===== src/rtl/rf_pkg.sv =====
// Shared constants and types for the register-file write arbiter and its scoreboard.
package rf_pkg;

  localparam int unsigned RF_AW         = 5;
  localparam int unsigned RF_DW         = 32;
  localparam int unsigned RF_STARVE_MAX = 3;

  typedef enum logic {
    GNT_A,
    GNT_B
  } grant_e;

endpackage


===== src/rtl/rf_scoreboard.sv =====
// Pending-write scoreboard: one bit per register, set at issue, cleared when the write lands.
module rf_scoreboard #(
  parameter int unsigned AW = 5
) (
  input  logic          clk_i,
  input  logic          rst_ni,
  input  logic          set_en_i,
  input  logic [AW-1:0] set_addr_i,
  input  logic          clr_en_i,
  input  logic [AW-1:0] clr_addr_i,
  input  logic          flush_i,
  input  logic [AW-1:0] rs_addr_i,
  input  logic [AW-1:0] rt_addr_i,
  output logic          rs_pend_o,
  output logic          rt_pend_o
);

  localparam int unsigned NumRegs = 2 ** AW;

  logic [NumRegs-1:0] pend_q, pend_d;

  always_comb begin
    pend_d = pend_q;
    if (flush_i) begin
      pend_d = '0;
    end else begin
      if (clr_en_i) pend_d[clr_addr_i] = 1'b0;
      // Set is applied after clear so a same-edge re-reservation survives.
      if (set_en_i && (set_addr_i != '0)) pend_d[set_addr_i] = 1'b1;
    end
  end

  always_ff @(posedge clk_i or negedge rst_ni) begin
    if (!rst_ni) begin
      pend_q <= '0;
    end else begin
      pend_q <= pend_d;
    end
  end

  assign rs_pend_o = (rs_addr_i != '0) && pend_q[rs_addr_i];
  assign rt_pend_o = (rt_addr_i != '0) && pend_q[rt_addr_i];

endmodule


===== src/rtl/rf_write_arbiter.sv =====
// Arbitrates two writeback sources onto the single register-file write port, with
// starvation protection for the slow source and a pending-write scoreboard for decode.
module rf_write_arbiter
  import rf_pkg::*;
#(
  parameter int unsigned DW         = RF_DW,
  parameter int unsigned AW         = RF_AW,
  parameter int unsigned STARVE_MAX = RF_STARVE_MAX
) (
  input  logic          Clk,
  input  logic          Rst_n,
  input  logic          A_Valid,
  input  logic [AW-1:0] A_Addr,
  input  logic [DW-1:0] A_Data,
  output logic          A_Ready,
  input  logic          B_Valid,
  input  logic [AW-1:0] B_Addr,
  input  logic [DW-1:0] B_Data,
  output logic          B_Ready,
  input  logic          Res_Valid,
  input  logic [AW-1:0] Res_Addr,
  input  logic          Flush,
  input  logic [AW-1:0] RsAddr,
  input  logic [AW-1:0] RtAddr,
  output logic          RsPend,
  output logic          RtPend,
  output logic [AW-1:0] WrAddr,
  output logic [DW-1:0] DataIn,
  output logic          RegWr
);

  localparam logic [2:0] StarveMax = 3'(STARVE_MAX);

  grant_e        gnt;
  logic          xfer;
  logic [AW-1:0] win_addr;
  logic [DW-1:0] win_data;

  logic [2:0]    starve_q, starve_d;
  logic [AW-1:0] wr_addr_q, wr_addr_d;
  logic [DW-1:0] data_q, data_d;
  logic          reg_wr_q, reg_wr_d;

  always_comb begin
    gnt = GNT_A;
    if (B_Valid && (!A_Valid || (starve_q == StarveMax))) gnt = GNT_B;
  end

  assign xfer     = A_Valid | B_Valid;
  assign A_Ready  = A_Valid && (gnt == GNT_A);
  assign B_Ready  = B_Valid && (gnt == GNT_B);
  assign win_addr = (gnt == GNT_B) ? B_Addr : A_Addr;
  assign win_data = (gnt == GNT_B) ? B_Data : A_Data;

  always_comb begin
    starve_d = starve_q;
    if (!B_Valid || B_Ready) begin
      starve_d = '0;
    end else if (starve_q != StarveMax) begin
      starve_d = starve_q + 3'd1;
    end
  end

  // Address/data hold their last value when idle; only the enable is pulsed.
  always_comb begin
    wr_addr_d = wr_addr_q;
    data_d    = data_q;
    reg_wr_d  = 1'b0;
    if (xfer) begin
      wr_addr_d = win_addr;
      data_d    = win_data;
      reg_wr_d  = (win_addr != '0);
    end
  end

  always_ff @(posedge Clk or negedge Rst_n) begin
    if (!Rst_n) begin
      starve_q  <= '0;
      wr_addr_q <= '0;
      data_q    <= '0;
      reg_wr_q  <= 1'b0;
    end else begin
      starve_q  <= starve_d;
      wr_addr_q <= wr_addr_d;
      data_q    <= data_d;
      reg_wr_q  <= reg_wr_d;
    end
  end

  assign WrAddr = wr_addr_q;
  assign DataIn = data_q;
  assign RegWr  = reg_wr_q;

  rf_scoreboard #(
    .AW(AW)
  ) u_scoreboard (
    .clk_i     (Clk),
    .rst_ni    (Rst_n),
    .set_en_i  (Res_Valid),
    .set_addr_i(Res_Addr),
    .clr_en_i  (reg_wr_q),
    .clr_addr_i(wr_addr_q),
    .flush_i   (Flush),
    .rs_addr_i (RsAddr),
    .rt_addr_i (RtAddr),
    .rs_pend_o (RsPend),
    .rt_pend_o (RtPend)
  );

endmodule


===== config.mk =====
export PLATFORM = sky130hd
export DESIGN_NAME = rf_write_arbiter
export DESIGN_NICKNAME = d
export VERILOG_FILES = /design/src/rtl/rf_pkg.sv /design/src/rtl/rf_scoreboard.sv /design/src/rtl/rf_write_arbiter.sv
export SDC_FILE = /design/constraint.sdc
export NUM_CORES = 1
export LEC_CHECK = 0
export CORE_MARGIN = 2
export CORE_UTILIZATION = 35
export DETAILED_ROUTE_END_ITERATION = 10
export PLACE_DENSITY = 0.75
export SETUP_SLACK_MARGIN = 0.02
export SKIP_CTS_REPAIR_TIMING = 1
export SYNTH_ARGS = -nofsm -noshare
export SYNTH_HDL_FRONTEND = slang
export SYNTH_SLANG_ARGS = --single-unit

===== constraint.sdc =====
create_clock -name Clk -period 2.4 [get_ports Clk]
set_input_delay 0.36 -clock Clk [delete_from_list [all_inputs] [get_ports Clk]]
set_output_delay 0.36 -clock Clk [all_outputs]
set_load 0.01 [all_outputs]

[Word level (Yosys, flattened, before mapping)]
Index checks and enable logic that the tools add are counted.
Word-level totals
  register bits after elaboration: 73
  input port bits: 95
  output and inout port bits: 42
  word-level logic and storage cells: 54
Operators by class
  add/sub/neg operators: 1
  $lt $le $gt $ge: 6
  equal/unequal tests: 2
  multiplexer cells: 18
  bitwise gates (word level): 5
  reductions and logical operators: 17
Operator list (number)
  $mux W32: 5
  $and A32 B32 Y32: 1
  $not A32 Y32: 1
  $or A32 B32 Y32: 1
  $lt A5 B6 Y1 const B: 4
  $reduce_bool A5 Y1: 4
  $bmux W1 S5: 2
  $demux W1 S5: 2
  $ge A5 B1 Y1 const B: 2
  $logic_and A1 B1 Y1: 8
  $mux W1: 6
  $mux W3: 2
  $mux W5: 1
  $add A3 B1 Y3 const B: 1
  $eq A3 B2 Y1 const B: 1
  $ne A3 B2 Y1 const B: 1
  $logic_not A1 Y1: 2
  $logic_or A1 B1 Y1: 2
  $reduce_bool A2 Y1: 1
  $not A1 Y1: 1
  $or A1 B1 Y1: 1

[Logic depth before layout (Yosys ltp)]
Gate-level depths: netlist (run 1).
  depth after elaboration: 11
  depth in mapped cells: 9
  mapped depth without buffers: 6

[Hierarchy]
From an unflattened synthesis (run 1), not the netlist that was laid out.
Unflattened totals
  cells, all modules: 443
  area, all modules: 4391.7 um^2
Modules (own cells, without submodules)
  rf_write_arbiter: instances 1, cells each 221, area each 2391.0 um^2, seq. area each 1026.0 um^2
  rf_scoreboard: instances 1, cells each 222, area each 2000.7 um^2, seq. area each 775.7 um^2

[Worst setup path before layout (run 1)]
No wires, ideal clock.
  path kind: input port to output port
  start: input RsAddr[2]
  end: output RsPend
  data arrival time: 1.315 ns
  required time: 2.040 ns
  setup slack: 0.725 ns
  cell stages on the path: 5
  buffers on the path: 1
  path through: buf_6 -> mux4_2 -> nor2_2 -> a2bb2oi_2 -> nand3_1
On the way
  word-level cells in the longest chain between the ends: 3
  elaborated cells on any way between the ends: 4
  classes of those cells: mux (2); reduce/logical (2)
Ends and longest elaborated chain
  start: declaration: RTL line rf_write_arbiter.sv:23  | input logic [AW-1:0] RsAddr,
  $bmux W1 S5: RTL line rf_scoreboard.sv:41  | assign rs_pend_o = (rs_addr_i != '0) && pend_q[rs_addr_i];
  $mux W1 (not written as such): RTL line rf_scoreboard.sv:41
  $logic_and A1 B1 Y1 (*): RTL line rf_scoreboard.sv:41
  end: declaration: RTL line rf_write_arbiter.sv:25  | output logic RsPend,
Every way passes the cells marked *; elsewhere a longest branch is shown, timed or not. The select of a mux whose other input is x is not followed.

[Worst setup path in the final report (run 1)]
  start: register starve_q[0]
  end: output B_Ready
On the way
  word-level cells in the longest chain between the ends: 5
Ends and longest elaborated chain
  start: declaration: RTL line rf_write_arbiter.sv:39  | logic [2:0] starve_q, starve_d;
  start signal: assignment: RTL line rf_write_arbiter.sv:83  | starve_q <= starve_d;
  $eq A3 B2 Y1: RTL line rf_write_arbiter.sv:46  | if (B_Valid && (!A_Valid || (starve_q == StarveMax))) gnt = GNT_B;
  $logic_or A1 B1 Y1: RTL line rf_write_arbiter.sv:46
  $logic_and A1 B1 Y1: RTL line rf_write_arbiter.sv:46
  $mux W1: RTL line rf_write_arbiter.sv:46
  $logic_and A1 B1 Y1: RTL line rf_write_arbiter.sv:51  | assign B_Ready = B_Valid && (gnt == GNT_B);
  end: declaration: RTL line rf_write_arbiter.sv:19  | output logic B_Ready,
Every way passes these cells.

==> results.json, run 1 <==
{
  "core_sq_um": 11960,
  "drt_iter0_drc": 314,
  "end_kind": "primary output",
  "min_path_type": "in -> async",
  "num-fill-cells": 1079,
  "grt-ovfl-total": 0,
  "synth_area_leaders": "dfrtp_1 42%, a21oi_1 7.4%, o22ai_1 5.4%",
  "synth_top_area_cell": "dfrtp_1",
  "clock_latency_ns": 0.33,
  "regArea_sq_um": 1802,
  "final_common_cell": "clkdlybuf4s50_1",
  "yosysUniqueCellTypes": 40,
  "syn_area_per_cell_sq_um": 8.528,
  "final-hold-violation-count": 0,
  "fin_crit_ns": 2.235,
  "switching_power_mw": 0.9052,
  "layout.nets": 731,
  "crit_type": "reg -> out",
  "maxCapViolCount": 0,
  "rrSetupSlack_ns": 0.73,
  "ir_drop_uv": 334.9,
  "antenna_cells": 0,
  "gp_congestion": 0.9419,
  "yosys.area.top_type_share_pct": 42.25,
  "cts_max_level": 3,
  "syn_area_sq_um": 4264,
  "antenna_found_initial": 0,
  "drt_wl_total_microns": 13290,
  "clock_tree.buffer_depth": 2,
  "cts_sinks": 72,
  "firstDrtPassIters": 5,
  "startpoint_type": "flop",
  "setup_viol": 0,
  "slew_headroom_pct": 45.01,
  "p_int_mw": 2.608,
  "first_global_vias": 4375,
  "drv_slew": 0,
  "vias": 4390,
  "async_flop_share_pct": 100.0,
  "synthFlopType": "dfrtp_1",
  "ys_seq_elements": 72,
  "p_comb_share_pct": 21.0,
  "viasPerCell": 5.592,
  "dp_cells": 766,
  "drc": 0,
  "rsz0062_at_grt": "false",
  "pwr-share-clk_pct": 40.8,
  "fmax_mhz": 447.4,
  "area_delta_synth_final_pct": 45.07,
  "io-pin-count": 137,
  "outcome": "complete, no violations",
  "p_sw_share_pct": 25.77,
  "avgRoutedWirePerCell_microns": 16.93,
  "port_buffers": 136,
  "cts_tree": "yes",
  "synthCells": 500,
  "r2r-start": "starve_q[0]",
  "crit_start": "starve_q[0]",
  "layout_common_cells": "129 x clkdlybuf4s50_1, 72 x dfrtp_1, 63 x a21oi_1",
  "power_density_nw_per_um2": 567.9,
  "dp_hpwl_microns": 9628,
  "seq_power_share_pct": 38.1,
  "stdcell_area_sq_um": 6186,
  "dieWidth_microns": 114.4,
  "tightest_slew_ns": 0.8248,
  "syn-num-nets": 597,
  "cts-root-buf": "clkbuf_16",
  "row_count": 40,
  "synth-edff-count": 0,
  "fin_crit_sh_pct": 93.12,
  "grtUsageTotal_pct": 20.09,
  "cts_buffers": 9,
  "critPathMaxFanout": 3,
  "die_h_microns": 114.4,
  "final_cells": 785,
  "worstPathArrival_ns": 1.87,
  "start_util_pct": 35.65,
  "place_area_sq_um": 5772,
  "synth_seq_area_share_pct": 42.25,
  "drive_gt1_share_pct": 9.561,
  "cts.clk_slew.worst_paths_ns": 0.06,
  "fin_tns_setup_ns": 0,
  "multi_input_area_sq_um": 2156,
  "ant_nets": 0,
  "dieArea_sq_um": 13080,
  "yosys_warnings": 0,
  "whs_ns": 0.04054,
  "grt_pass1_wl_microns": 20980,
  "cp.required_ns": 2.04,
  "clock_skew_ns": 0.009540,
  "grt_max_degree": 91,
  "p_leak_nw": 2.586
}
-- worst max-delay path, cell delays in order, from the launching register on --
cell,delay (ns)
dfrtp_1,0.34
ha_1,0.15
ha_1,0.19
inv_1,0.07
a21boi_1,0.22
clkdlybuf4s50_1,0.58
-- metal layers --
layer  routed length (microns)  track usage (%)
met4                       298            7.236
met3                      1365            6.723
met5                         0                0
met2                      6356            33.17
met1                      5272            24.54
-- per-stage QoR --
step	power, mW	utilization (%)	setup slack, ns
global route	3.661	51.72	0.03316
floorplan	1.674	-	0.7254
detailed placement	2.084	48.25	-0.3722
CTS	3.526	50.93	-0.3939
finish	3.513	51.72	0.1650
global placement	2.067	48.25	-0.2912
-- cells in the mapped netlist (5+ instances only) --
master,number
o22ai_1,37
inv_1,38
nand2_1,42
nand3_1,7
mux2i_1,18
clkbuf_1,20
nor2b_1,8
a31oi_1,34
o21ai_0,18
dfrtp_1,72
a21oi_1,63
nand3b_1,5
nor2_1,53
buf_2,10
mux2_1,5
o21ai_1,18
-- flip-flops by register name, summed over array words and instances, names as in the netlist --
name,count
starve_q,3
DataIn,32
WrAddr,5
u_scoreboard.pend_q,31
RegWr,1
-- logic make-up (layout without fill, tap and decap cells) --
| family | Yosys count | count (layout) | synth area share, % |
|---|---|---|---|
| AOI/OAI and AO/OA | 185 | 185 | 25.62 |
| adders and majority gates | 2 | 2 | 0.5868 |
| buffers and inverters | 77 | 215 | 8.451 |
| DFF | 72 | 72 | 42.25 |
| muxes | 27 | 27 | 7.834 |
| and+or+nand+nor | 137 | 137 | 15.26 |
-- layout make-up --
type | instances | area share [%]
repair buffers | 162 | 25.57
well taps | 147 | 2.973
multi-input cells | 351 | 34.85
flip-flops and latches | 72 | 29.13
clock buffers | 10 | 3.863
inverters | 38 | 2.306
clock inverters | 5 | 1.315
-- final timing paths --
check,endpoint,cells past startpoint
max,B_Ready,5
min,DataIn[0],2
max in group asynchronous,u_scoreboard.pend_q[21],2
min reg2reg,starve_q[0],1
max reg2reg,DataIn[26],7
min in group Clk,starve_q[0],1
-- power groups by stage --
stage / Clock (mW) / Combinational (mW) / Sequential (mW)
after floorplan: 0 / 0.306 / 1.37
after global placement: 0 / 0.708 / 1.36
after detailed placement: 0 / 0.726 / 1.36
after CTS: 1.46 / 0.729 / 1.34
after global routing: 1.51 / 0.801 / 1.35
final: 1.43 / 0.739 / 1.34
(Power assumes the default switching activity.)
==> run 2, diff against run 1 <==
CTS_BUF_LIST = sky130_fd_sc_hd__clkbuf_4 sky130_fd_sc_hd__clkbuf_8 sky130_fd_sc_hd__clkbuf_16   (was unset)
==> results of run 2 <==
Final layout, timing and power as in run 1 (identical DEF).
==> run 3, diff against run 2 <==
HOLD_SLACK_MARGIN = 0.15   (was unset)
==> run 3 against run 2 <==
  * Utilization rose by 0.084 points
  * Clock power barely moved
  * Critical path depth did not move
  * Sequential share of layout area barely moved
  * Sequential power barely moved
  * Clock skew barely moved
  * Non-clock buffer count rose by 1
  * Critical path type unchanged
  * Largest cell class unchanged
==> results.json, run 3 (synthesis results as in run 1) <==
{
  "start_util_pct": 35.65,
  "rrSetupSlack_ns": 0.73,
  "clock_skew_ns": 0.009476,
  "stdcell_area_sq_um": 6196,
  "p_comb_share_pct": 21.1,
  "dp_hpwl_microns": 9628,
  "slew_headroom_pct": 44.89,
  "p_int_mw": 2.609,
  "clock_tree.buffer_depth": 2,
  "setup.worst_path.end": "B_Ready",
  "place_area_sq_um": 5772,
  "cts.clk_slew.worst_paths_ns": 0.06,
  "worst-path-buf-inv": 2,
  "drt_iter0_drc": 279,
  "dieWidth_microns": 114.4,
  "ir_drop_uv": 334.9,
  "p_leak_nw": 2.590,
  "fin_crit_sh_pct": 93.13,
  "avgRoutedWirePerCell_microns": 16.95,
  "timing.rr.end": "DataIn[26]",
  "grt-ovfl-total": 0,
  "final_common_cell": "clkdlybuf4s50_1",
  "area_delta_synth_final_pct": 45.31,
  "critPathSlowestCell": "clkdlybuf4s50_1",
  "cp.required_ns": 2.04,
  "fmax_mhz": 447.4,
  "crit_start": "starve_q[0]",
  "antenna_found_initial": 0,
  "crit_cells": 5,
  "setup_viol": 0,
  "seq_power_share_pct": 38.1,
  "ff2ff_path_depth": 7,
  "final_cells": 786,
  "cts_buffers": 9,
  "min_path_type": "reg -> reg",
  "finalPower_mw": 3.516,
  "first_global_vias": 4375,
  "drc": 0,
  "worstPathArrival_ns": 1.88,
  "outcome": "complete, no violations",
  "rsz0062_at_grt": "false",
  "port_buffers": 136,
  "grtUsageTotal_pct": 20.09,
  "dieArea_sq_um": 13080,
  "r2r-start": "starve_q[0]",
  "pwr-share-clk_pct": 40.8,
  "viasPerCell": 5.584,
  "layout_common_cells": "129 x clkdlybuf4s50_1, 72 x dfrtp_1, 63 x a21oi_1",
  "grt_pass1_wl_microns": 20980,
  "drt_wl_total_microns": 13320,
  "largest_register_ffs": 32,
  "ant_nets": 0,
  "drv_slew": 0,
  "final-hold-violation-count": 0,
  "switching_power_mw": 0.9066,
  "startpoint_type": "flop",
  "cts_max_level": 3,
  "maxCapViolCount": 0,
  "layout.nets": 732,
  "path_delay_family": "buffers and inverters",
  "p_sw_share_pct": 25.79,
  "cts_sinks": 72,
  "firstDrtPassIters": 5,
  "antenna_cells": 0,
  "num-fill-cells": 1078,
  "grt_max_degree": 91,
  "drive_gt1_share_pct": 9.546,
  "core_sq_um": 11960,
  "power_density_nw_per_um2": 567.4,
  "crit_type": "reg -> out",
  "end_kind": "primary output",
  "max_stage_delay_ns": 0.58,
  "crit_chain": "ha_1, ha_1, inv_1, a21boi_1, clkdlybuf4s50_1",
  "tightest_slew_ns": 0.8266,
  "fin_crit_ns": 2.235,
  "critPathMaxFanout": 3,
  "row_count": 40,
  "gp_congestion": 0.9419,
  "cts-root-buf": "clkbuf_16",
  "clock_latency_ns": 0.33,
  "dp_cells": 766,
  "cts_tree": "yes",
  "crit_path_frequent_cell": "ha_1",
  "worstHoldPathCells": 1,
  "vias": 4389,
  "io-pin-count": 137,
  "die_h_microns": 114.4
}
-- run 3: power by group through the flow --
stage | clock network (mW) | registers [mW] | logic (mW)
global route | 1.51 | 1.35 | 0.802
floorplan | 0 | 1.37 | 0.306
CTS | 1.46 | 1.34 | 0.729
detailed placement | 0 | 1.36 | 0.726
global placement | 0 | 1.36 | 0.708
finish | 1.43 | 1.34 | 0.741
-- run 3: metrics by stage --
stage,setup WS [ns],setup TNS [ns],util [%],hold WS (ns)
floorplan,0.7254,0,-,0.06441
finish,0.1648,0,51.80,0.4297
CTS,-0.3939,-0.7666,50.93,0.06789
global route,0.03316,0,51.80,0.4473
global placement,-0.2912,-0.5542,48.25,0.4201
detailed placement,-0.3722,-0.7195,48.25,0.4209
-- run 3: worst min path at each step --
stage / startpoint / to / slack [ns]
after floorplan: Rst_n / DataIn[0] / 0.06
after global placement: Rst_n / DataIn[30] / 0.42
after detailed placement: Rst_n / DataIn[24] / 0.42
after CTS: Rst_n / DataIn[30] / 0.07
after global routing: starve_q[0] / starve_q[0] / 0.45
final: starve_q[0] / starve_q[0] / 0.43
-- run 3: routing by layer --
layer	vias to the layer above	GRT usage (%)	routed length, microns
met2	225	33.17	6351
li1	2074	-	-
met5	-	0	0
met3	28	6.723	1310
met4	0	7.236	288
met1	2062	24.54	5369
-- run 3: cell type report --
cell class	count	area, sq um	area share [%]
sequential	72	1802	29.08
timing repair buffer	163	1592	25.69
multi-input combinational	351	2156	34.79
tap	147	183.9	2.968
clock buffer	10	239.0	3.857
clock inverter	5	81.33	1.313
inverter	38	142.6	2.302
